--- src/rtl/viterbi_pkg.sv ---
// Shared types and constants for the Viterbi tx/rx chain.
//   inj_mode_t  : channel error-injection mode selector
//   inj_state_t : periodic-burst injector phase
//   LFSR_TAPS   : feedback taps of the 16-bit channel LFSR
package viterbi_pkg;

  typedef enum logic [1:0] {
    MODE_PASS     = 2'd0,
    MODE_PERIODIC = 2'd1,
    MODE_RANDOM   = 2'd2,
    MODE_RSVD     = 2'd3
  } inj_mode_t;

  typedef enum logic {
    S_GAP   = 1'b0,
    S_BURST = 1'b1
  } inj_state_t;

  // x^16 + x^14 + x^13 + x^11 + 1 for a right-shifting Fibonacci register:
  // the feedback is the XOR of bits 0, 2, 3 and 5, shifted into bit 15.
  localparam logic [15:0] LFSR_TAPS = 16'h002D;

endpackage

--- src/rtl/lfsr16.sv ---
// 16-bit Fibonacci LFSR (right shift) with synchronous reseed.
// Ports:
//   clk, rst (async, active-low) -- reset loads SEED
//   step   : advance one position
//   reseed : load SEED (wins over step)
//   q      : low Q_W bits of the register
module lfsr16
  import viterbi_pkg::*;
#(
  parameter logic [15:0] SEED = 16'hACE1,
  parameter int          Q_W  = 16
) (
  input  logic           clk,
  input  logic           rst,
  input  logic           step,
  input  logic           reseed,
  output logic [Q_W-1:0] q
);

  logic [15:0] lfsr_q;
  logic [15:0] lfsr_d;
  logic        fb;

  always_comb begin
    fb     = ^(lfsr_q & LFSR_TAPS);
    lfsr_d = lfsr_q;
    if (reseed) begin
      lfsr_d = SEED;
    end else if (step) begin
      lfsr_d = {fb, lfsr_q[15:1]};
    end
  end

  always_ff @(posedge clk or negedge rst) begin
    if (!rst) begin
      lfsr_q <= SEED;
    end else begin
      lfsr_q <= lfsr_d;
    end
  end

  assign q = lfsr_q[Q_W-1:0];

endmodule

--- src/rtl/chan_err_inject.sv ---
// Channel-model stage between the convolutional encoder and the Viterbi
// decoder. Corrupts 2-bit symbols (pass / periodic burst / LFSR random),
// counts injected bit and symbol errors and stops once the budget is used.
// Ports:
//   clk, rst (async, active-low)
//   valid_i, sym_i            : encoded symbol stream in
//   mode_i, gap_len_i, burst_len_i, err_mask_i, thresh_i, max_err_i : control
//   clr_i                     : synchronous clear of counters, FSM and LFSR
//   valid_o, sym_o, err_o     : registered stream out (1-cycle latency)
//   bit_err_ct_o, sym_err_ct_o: saturating error counters
//   budget_o                  : error budget exhausted
//   dbg_state_o               : periodic injector phase
// Handshake: valid_i qualifies sym_i for one cycle; there is no back-pressure,
// every valid symbol is accepted and reappears with valid_o one cycle later.
module chan_err_inject
  import viterbi_pkg::*;
#(
  parameter int          SYM_W = 2,
  parameter int          CNT_W = 16,
  parameter logic [15:0] SEED  = 16'hACE1
) (
  input  logic             clk,
  input  logic             rst,
  input  logic             valid_i,
  input  logic [SYM_W-1:0] sym_i,
  input  logic [1:0]       mode_i,
  input  logic [7:0]       gap_len_i,
  input  logic [3:0]       burst_len_i,
  input  logic [SYM_W-1:0] err_mask_i,
  input  logic [7:0]       thresh_i,
  input  logic [CNT_W-1:0] max_err_i,
  input  logic             clr_i,
  output logic             valid_o,
  output logic [SYM_W-1:0] sym_o,
  output logic [SYM_W-1:0] err_o,
  output logic [CNT_W-1:0] bit_err_ct_o,
  output logic [CNT_W-1:0] sym_err_ct_o,
  output logic             budget_o,
  output inj_state_t       dbg_state_o
);

  if (SEED == 16'h0000) begin : g_seed_zero
    $error("chan_err_inject: SEED must be nonzero");
  end

  inj_state_t       state_q, state_d, cur_state;
  inj_mode_t        mode_q, mode_d, mode_in;
  logic [7:0]       cnt_q, cnt_d, cur_cnt, cnt_inc, burst_w;
  logic [7:0]       lfsr_lo;
  logic             mode_chg, hit;
  logic [SYM_W-1:0] err_d;
  logic [CNT_W:0]   pop, bit_sum, sym_sum;
  logic [CNT_W-1:0] bit_ct_q, bit_ct_d, sym_ct_q, sym_ct_d;
  logic             budget_q, budget_d;
  logic             valid_q;
  logic [SYM_W-1:0] sym_q, err_q;

  lfsr16 #(.SEED(SEED), .Q_W(8)) u_lfsr (
    .clk    (clk),
    .rst    (rst),
    .step   (valid_i),
    .reseed (clr_i),
    .q      (lfsr_lo)
  );

  assign mode_in = inj_mode_t'(mode_i);

  always_comb begin
    // A mode change restarts the periodic pattern with the current symbol.
    mode_chg  = (mode_in != mode_q);
    cur_state = mode_chg ? S_GAP : state_q;
    cur_cnt   = mode_chg ? 8'd0 : cnt_q;
    cnt_inc   = cur_cnt + 8'd1;
    burst_w   = {4'd0, burst_len_i};
    hit       = 1'b0;
    state_d   = state_q;
    cnt_d     = cnt_q;
    mode_d    = mode_q;
    if (valid_i) begin
      mode_d  = mode_in;
      state_d = S_GAP;
      cnt_d   = '0;
      case (mode_in)
        MODE_RANDOM: hit = (lfsr_lo < thresh_i);
        MODE_PERIODIC: begin
          state_d = cur_state;
          cnt_d   = cur_cnt;
          if (cur_state == S_GAP) begin
            if (burst_len_i == 4'd0) begin
              cnt_d = '0;
            end else if (cur_cnt >= gap_len_i) begin
              // Gap already complete (gap_len_i=0 or shortened live):
              // this symbol is the first of the burst.
              hit = 1'b1;
              if (burst_w > 8'd1) begin
                state_d = S_BURST;
                cnt_d   = 8'd1;
              end else begin
                cnt_d = '0;
              end
            end else if (cnt_inc >= gap_len_i) begin
              state_d = S_BURST;
              cnt_d   = '0;
            end else begin
              cnt_d = cnt_inc;
            end
          end else begin
            if (burst_len_i == 4'd0) begin
              state_d = S_GAP;
              cnt_d   = '0;
            end else begin
              hit = 1'b1;
              if (cnt_inc >= burst_w) begin
                state_d = S_GAP;
                cnt_d   = '0;
              end else begin
                cnt_d = cnt_inc;
              end
            end
          end
        end
        default: hit = 1'b0;
      endcase
    end

    err_d = (hit && !budget_q && !clr_i) ? err_mask_i : '0;

    pop = '0;
    for (int i = 0; i < SYM_W; i++) begin
      pop = pop + {{CNT_W{1'b0}}, err_d[i]};
    end
    bit_sum  = {1'b0, bit_ct_q} + pop;
    sym_sum  = {1'b0, sym_ct_q} + {{CNT_W{1'b0}}, |err_d};
    bit_ct_d = bit_sum[CNT_W] ? '1 : bit_sum[CNT_W-1:0];
    sym_ct_d = sym_sum[CNT_W] ? '1 : sym_sum[CNT_W-1:0];

    // Budget flag rises together with the count that reaches max_err_i.
    budget_d = budget_q;
    if (valid_i) begin
      budget_d = (max_err_i != '0) && (sym_ct_d >= max_err_i);
    end

    if (clr_i) begin
      state_d  = S_GAP;
      cnt_d    = '0;
      bit_ct_d = '0;
      sym_ct_d = '0;
      budget_d = 1'b0;
    end
  end

  always_ff @(posedge clk or negedge rst) begin
    if (!rst) begin
      state_q  <= S_GAP;
      cnt_q    <= '0;
      mode_q   <= MODE_PASS;
      bit_ct_q <= '0;
      sym_ct_q <= '0;
      budget_q <= 1'b0;
      valid_q  <= 1'b0;
      sym_q    <= '0;
      err_q    <= '0;
    end else begin
      state_q  <= state_d;
      cnt_q    <= cnt_d;
      mode_q   <= mode_d;
      bit_ct_q <= bit_ct_d;
      sym_ct_q <= sym_ct_d;
      budget_q <= budget_d;
      valid_q  <= valid_i;
      sym_q    <= sym_i ^ err_d;
      err_q    <= err_d;
    end
  end

  assign valid_o      = valid_q;
  assign sym_o        = sym_q;
  assign err_o        = err_q;
  assign bit_err_ct_o = bit_ct_q;
  assign sym_err_ct_o = sym_ct_q;
  assign budget_o     = budget_q;
  assign dbg_state_o  = state_q;

endmodule

--- config.mk ---
export PLATFORM = sky130hd
export DESIGN_NAME = chan_err_inject
export DESIGN_NICKNAME = d
export VERILOG_FILES = /design/src/rtl/viterbi_pkg.sv /design/src/rtl/lfsr16.sv /design/src/rtl/chan_err_inject.sv
export SDC_FILE = /design/constraint.sdc
export NUM_CORES = 1
export LEC_CHECK = 0
export BUFFER_PORTS_ARGS = -buffer_cell sky130_fd_sc_hd__buf_4
export CORE_MARGIN = 2
export CORE_UTILIZATION = 56
export DETAILED_ROUTE_END_ITERATION = 8
export PLACE_DENSITY = 0.78
export SLEW_MARGIN = 20
export SYNTH_ARGS = -nofsm -noshare
export SYNTH_HDL_FRONTEND = slang
export SYNTH_SLANG_ARGS = --single-unit
--- constraint.sdc ---
create_clock -name clk -period 5.3 [get_ports clk]
set_input_delay 1.325 -clock clk [delete_from_list [all_inputs] [get_ports clk]]
set_output_delay 1.325 -clock clk [all_outputs]
set_load 0.005 [all_outputs]
==> impl_metrics.csv, run 1 <==
group,metric,value,unit
clocking,cts.clk_slew.worst_paths,80,ps
critical_path,cp-startpoint,"mode_i[0]",
drt,wl_per_cell,15.4,µm
floorplanning,row_count,32,
critical_path,crit_buf_inv,1,
placed_design,routabilityCongestion,0.929,
drt,ant_nets,0,
synthesis,ys_async_sr_fraction,100,%
timing,worst_pin_slew,819,ps
synthesis,yosys_warnings,0,
cells_and_area,syn_to_final_growth,28.0,%
global_route,grt_start_max_net_pins,66,
status,status,"finished, final reports clean",
critical_path,crit_path_max_incr_delay,360,ps
power_and_ir_drop,power.share.switching,27.3,%
synthesis,netlist_area,0.00439,mm²
floorplanning,die_w,92.6,µm
global_route,grt_pass1_wl,17800,µm
synthesis,synth_largest_area_cell,"dfrtp_1",
drt,routedLengthMet1,4660,µm
synthesis,synth_edf_count,0,
drt,wl,10500,µm
clocking,cts_buffer_depth,2,
job,cap_viol_max_count,0,
timing,fin_worst_skew,16.4,ps
critical_path,critPathMaxFanout,6,
floorplanning,start_util,57.5,%
timing,tns,0,ps
timing,slew_headroom,45.4,%
synthesis,synth_seq_cells,65,
global_route,overflow,0,
synthesis,synth_fp_nets,562,
synthesis,yosys-top-cells-area,"dfrtp_1 32%, ha_1 14%, dfstp_2 4.8%",
cells_and_area,antenna_cells,0,
critical_path,endpoint_kind,"flip-flop",
critical_path,start_kind,"input pin",
synthesis,synth_cell_types,59,
critical_path,cp_slowest_cell,"or3_4",
cells_and_area,most-common-layout-cells,"112 x buf_4, 57 x dfrtp_1, 46 x inv_1, 46 x ha_1, 35 x a21oi_1",
critical_path,crit_chain,"buf_4 > xnor2_4 > and2_4 > nand2_2 > ha_4 > nand2b_4 > a21oi_4 > o31a_4 > a21oi_4 > o21ai_0 > a21oi_1 > ha_2 > ha_4 > nand3_1 > or3_4 > nor2b_1 > ha_1 > nand2b_1 > a21o_1 > a211oi_2 > o21ai_1 > a311oi_1 > o21ai_1",
critical_path,worstSetupPathType,"input pin to flip-flop",
cells_and_area,final_common_cell,"buf_4",
timing,layout_min_cycle_time,5150,ps
drt,drtIter0Drc,163,
synthesis,syn_avg_cell_area,9.43,µm²
synthesis,synth.top_cell.area_share,32.5,%
timing,period_share,97.2,%
power_and_ir_drop,power_frac_seq,46.7,%
global_route,first_global_vias,3829,
global_route,grt_use_total,26.1,%
clocking,cts_tree,"yes",
synthesis,ys.flop_type,"dfrtp_1",
clocking,ctsHtreeMaxLevel,3,
drt,dr_wl_met2,5130,µm
clocking,cts_resized,0,
drt,num_vias,3821,
critical_path,rr_startpoint,"mode_q[1]",
timing,hold_violations,0,
placed_design,hpwl,7880,µm
clocking,clkSinkCount,65,
critical_path,path_delay_family,"compound AO/OA/AOI/OAI gates",
drt,highest_layer,"met4",
floorplanning,dieArea,0.00857,mm²
drt,vias_per_cell,5.59,
timing,max_freq,194,MHz
timing,setup_viol,0,
synthesis,netlist_instances,466,
power_and_ir_drop,clockPowerShare,39.8,%
cells_and_area,drive_gt1_share,28.4,%
clocking,cts-hold-fix-buffers,0,
floorplanning,die_height,92.6,µm
power_and_ir_drop,power_switching,304,µW
drt,wl_met3,499,µm
power_and_ir_drop,cell_internal_pwr,811,µW
timing,finalMaxSlewViolations,0,
drt,drt-pass1-iter-count,4,
placed_design,io_buffers,84,
power_and_ir_drop,power_per_cell_area,198,mW/mm²
synthesis,synth_seq_area_share,37.2,%
floorplanning,num_io_pins,85,
worst_hold_path,holdCritStartpoint,"u_lfsr.lfsr_q[12]",
power_and_ir_drop,leakage,2.98,nW
timing,hold_slack,497,ps
clocking,cts_setup_buffers,0,
power_and_ir_drop,p_comb_share,13.5,%
clocking,clk_latency,350,ps
clocking,cts_buffers,9,
clocking,cts-root-buf,"clkbuf_8",
power_and_ir_drop,power,1.12,mW
critical_path,worstPathRequired,5530,ps
drt,remaining_drc_errors,0,
cells_and_area,n_fill_cell,590,
cells_and_area,nets,672,
power_and_ir_drop,ir_worst_vdd,0.200,mV
critical_path,critPathArrivalTime,5380,ps
worst_hold_path,hp-class,"flip-flop to flip-flop",
global_route,antenna_found_initial,0,
floorplanning,core-area,0.00765,mm²
-- final timing paths --
| check | to | slack, ps | cells past startpoint |
|---|---|---|---|
| setup / recovery | budget_o | 150 | 23 |
| hold / removal | u_lfsr.lfsr_q[11] | 500 | 1 |
| setup reg to reg | budget_o | 800 | 22 |
| hold reg to reg | u_lfsr.lfsr_q[11] | 500 | 1 |
| max in group asynchronous | sym_err_ct_o[0] | 3690 | 1 |
| min in group asynchronous | cnt_q[5] | 1070 | 1 |
-- registers in the layout, indices dropped and copies added, names as in the netlist --
register / count
bit_err_ct_o: 16
sym_err_ct_o: 16
u_lfsr.lfsr_q: 16
cnt_q: 8
err_o: 2
mode_q: 2
sym_o: 2
budget_o: 1
dbg_state_o: 1
valid_o: 1
-- cell families after synthesis --
logic type      share of synthesized area, %
compound gates                          16.1
mux                                     3.05
fa+ha+maj                               14.4
flops                                   37.2
xor+xnor                                6.78
simple gates                            17.3
buf+inv                                 5.07
-- cell usage after synthesis (all sizes together) (7+ instances only) --
master   n
a21oi   39
xnor2   19
ha      49
clkbuf  10
xor2    15
dfrtp   57
o21ai   15
nand3   19
dfstp    8
nor2b   13
inv     46
a22o     7
and3    16
mux2i   10
nor2    27
a211o    8
a21o     7
nand2   30
-- cell type report --
type                    instances  area (µm²)  area share, %
clock buffers                   9         124           2.20
clock inverters                 7        83.8           1.49
inverters                      46         173           3.07
multi-input cells             342        2640           46.9
flip-flops and latches         65        1640           29.1
well taps                     102         128           2.27
repair buffers                112         841           15.0
-- power groups by stage --
stage	Sequential, mW	Combinational [mW]	Clock [mW]
4_1_cts	0.521	0.149	0.454
3_3_place_gp	0.530	0.143	0
6_report	0.521	0.151	0.444
2_1_floorplan	0.528	0.0781	0
3_5_place_dp	0.530	0.148	0
5_1_grt	0.523	0.169	0.476
-- per-stage QoR --
| step | std cells | instance area [µm²] | setup WS [ps] | utilization, % |
|---|---|---|---|---|
| final | 683 | 5620 | 148 | 73.5 |
| after global routing | 683 | 5620 | -24.2 | 73.5 |
| after CTS | 683 | 5590 | 124 | 73.2 |
| after detailed placement | 667 | 5390 | -242 | 70.4 |
| after global placement | 667 | 5390 | -68.2 | 70.4 |
| after floorplan | 466 | 4480 | 6.09 | - |
-- routing by layer --
metal	up-vias	track usage, %
li1	1867	-
met1	1832	34.6
met2	104	42.9
met3	18	4.56
met4	0	9.45
met5	-	0
Power figures use the tool's default switching activity.
==> inputs of run 2 (changes only) <==
Settings changed: CELL_PAD_IN_SITES_DETAIL_PLACEMENT set to 1, CELL_PAD_IN_SITES_GLOBAL_PLACEMENT set to 2, CORE_UTILIZATION 56 to 34, PLACE_DENSITY 0.78 to 0.77.
==> run 2 against run 1 <==
Combinational power grew 4%. Clock skew shrank 12 ps. Critical path type unchanged. Wire length grew 21%. Utilization shrank 26 points. Highest routed layer unchanged.
==> impl_metrics.csv, run 2 (same netlist as run 1, synthesis figures left out) <==
group,metric,value,unit
clocking,ctsHtreeMaxLevel,3,
timing,setup_viol,0,
job,cap_viol_max_count,0,
floorplanning,dieArea,0.0138,mm²
drt,remaining_drc_errors,0,
power_and_ir_drop,p_comb_share,12.5,%
placed_design,routabilityCongestion,0.853,
global_route,antenna_found_initial,0,
floorplanning,die_w,118,µm
critical_path,critPathMaxFanout,6,
power_and_ir_drop,power.share.switching,25.0,%
power_and_ir_drop,power_switching,315,µW
cells_and_area,nets,676,
critical_path,worstRegToRegCells,22,
cells_and_area,final_core_util,47.3,%
floorplanning,die_height,118,µm
placed_design,io_buffers,84,
status,status,"finished, final reports clean",
drt,routedLengthMet1,5720,µm
cells_and_area,syn_to_final_growth,35.8,%
power_and_ir_drop,power_per_cell_area,211,mW/mm²
drt,dr_wl_met2,6360,µm
worst_hold_path,hp-class,"flip-flop to flip-flop",
critical_path,path_delay_family,"compound AO/OA/AOI/OAI gates",
critical_path,start_kind,"input pin",
clocking,cts.clk_slew.worst_paths,60,ps
global_route,overflow,0,
timing,slew_headroom,42.6,%
clocking,cts_tree,"yes",
critical_path,cp_slowest_cell,"o31a_4",
global_route,grt_start_max_net_pins,66,
drt,num_vias,3833,
drt,drtIter0Drc,167,
clocking,cts-hold-fix-buffers,0,
cells_and_area,drive_gt1_share,32.6,%
drt,drt-pass1-iter-count,6,
global_route,grt_pass1_wl,20700,µm
clocking,cts-root-buf,"clkbuf_16",
global_route,first_global_vias,4056,
floorplanning,row_count,41,
critical_path,crit_path_max_incr_delay,360,ps
cells_and_area,final_common_cell,"buf_4",
drt,wl_met3,514,µm
power_and_ir_drop,cell_internal_pwr,942,µW
cells_and_area,antenna_cells,0,
drt,wl,12700,µm
placed_design,hpwl,9580,µm
critical_path,critPathArrivalTime,5290,ps
drt,vias_per_cell,5.06,
timing,period_share,95.6,%
timing,layout_min_cycle_time,5070,ps
power_and_ir_drop,power_frac_seq,41.5,%
power_and_ir_drop,leakage,3.05,nW
critical_path,path_depth,22,
power_and_ir_drop,clockPowerShare,46.0,%
floorplanning,start_util,34.8,%
worst_hold_path,holdPathStages,1,
clocking,clkSinkCount,65,
critical_path,worstPathRequired,5520,ps
timing,max_freq,197,MHz
drt,wl_per_cell,16.8,µm
clocking,cts_buffer_depth,2,
power_and_ir_drop,power,1.26,mW
critical_path,crit_buf_inv,2,
critical_path,crit_chain,"buf_4 > xnor2_4 > buf_4 > and3_1 > ha_1 > nand3_2 > o31a_4 > a21oi_4 > o21ai_2 > a21oi_1 > ha_2 > ha_4 > nand3_2 > or3_4 > nor2b_2 > ha_1 > nand2b_1 > a21o_1 > a211oi_2 > o21ai_1 > a311oi_1 > o21ai_1",
timing,hold_violations,0,
floorplanning,num_io_pins,85,
timing,worst_pin_slew,862,ps
cells_and_area,most-common-layout-cells,"114 x buf_4, 57 x dfrtp_1, 46 x inv_1",
power_and_ir_drop,ir_worst_vdd,0.169,mV
timing,finalMaxSlewViolations,0,
critical_path,endpoint_kind,"flip-flop",
clocking,clk_latency,340,ps
timing,fin_worst_skew,4.84,ps
global_route,grt_use_total,18.8,%
drt,highest_layer,"met4",
critical_path,worstSetupPathType,"input pin to flip-flop",
clocking,cts_buffers,9,
floorplanning,core-area,0.0126,mm²
drt,ant_nets,0,
run 2: per-stage QoR:
stage	cell area (µm²)	hold slack, ps	setup WS, ps	instances	setup TNS (ps)
CTS	5770	497	49.0	753	0
global route	5970	518	-47.0	757	-47.0
floorplan	4480	463	6.09	466	0
global placement	5470	480	-131	737	-131
detailed placement	5470	481	-300	737	-300
finish	5970	494	233	757	0
run 2: power groups by stage:
stage | registers [mW] | clock network (mW) | logic (mW)
2_1_floorplan | 0.528 | 0 | 0.0781
3_3_place_gp | 0.530 | 0 | 0.148
3_5_place_dp | 0.530 | 0 | 0.154
4_1_cts | 0.522 | 0.597 | 0.155
5_1_grt | 0.523 | 0.615 | 0.175
6_report | 0.522 | 0.577 | 0.157
run 2: metal layers:
| layer | vias up | GRT usage [%] |
|---|---|---|
| met5 | - | 0 |
| met4 | 0 | 4.07 |
| met3 | 12 | 4.94 |
| met2 | 65 | 32.3 |
| met1 | 1892 | 23.6 |
| li1 | 1864 | - |
run 2: what timing repair did:
item                       CTS  global route
gates resized for setup      0            33
setup buffers                0             4
setup endpoints to repair    0             1
run 2: final timing paths:
check	slack (ps)	endpoint	start
worst max-delay path	230	budget_o	mode_i[0]
worst min-delay path	490	u_lfsr.lfsr_q[13]	u_lfsr.lfsr_q[14]
worst max register to register	890	budget_o	mode_q[1]
worst min register to register	490	u_lfsr.lfsr_q[13]	u_lfsr.lfsr_q[14]
max in group asynchronous	3640	bit_err_ct_o[11]	rst
min in group asynchronous	1090	cnt_q[6]	rst
run 2: area by class of cell:
type                    count  area (µm²)
fillers                  1487        6650
inverters                  46         173
flip-flops and latches     65        1640
clock inverters             4        26.3
well taps                 172         215
multi-input cells         342        2770
repair buffers            116         878
clock buffers              12         267
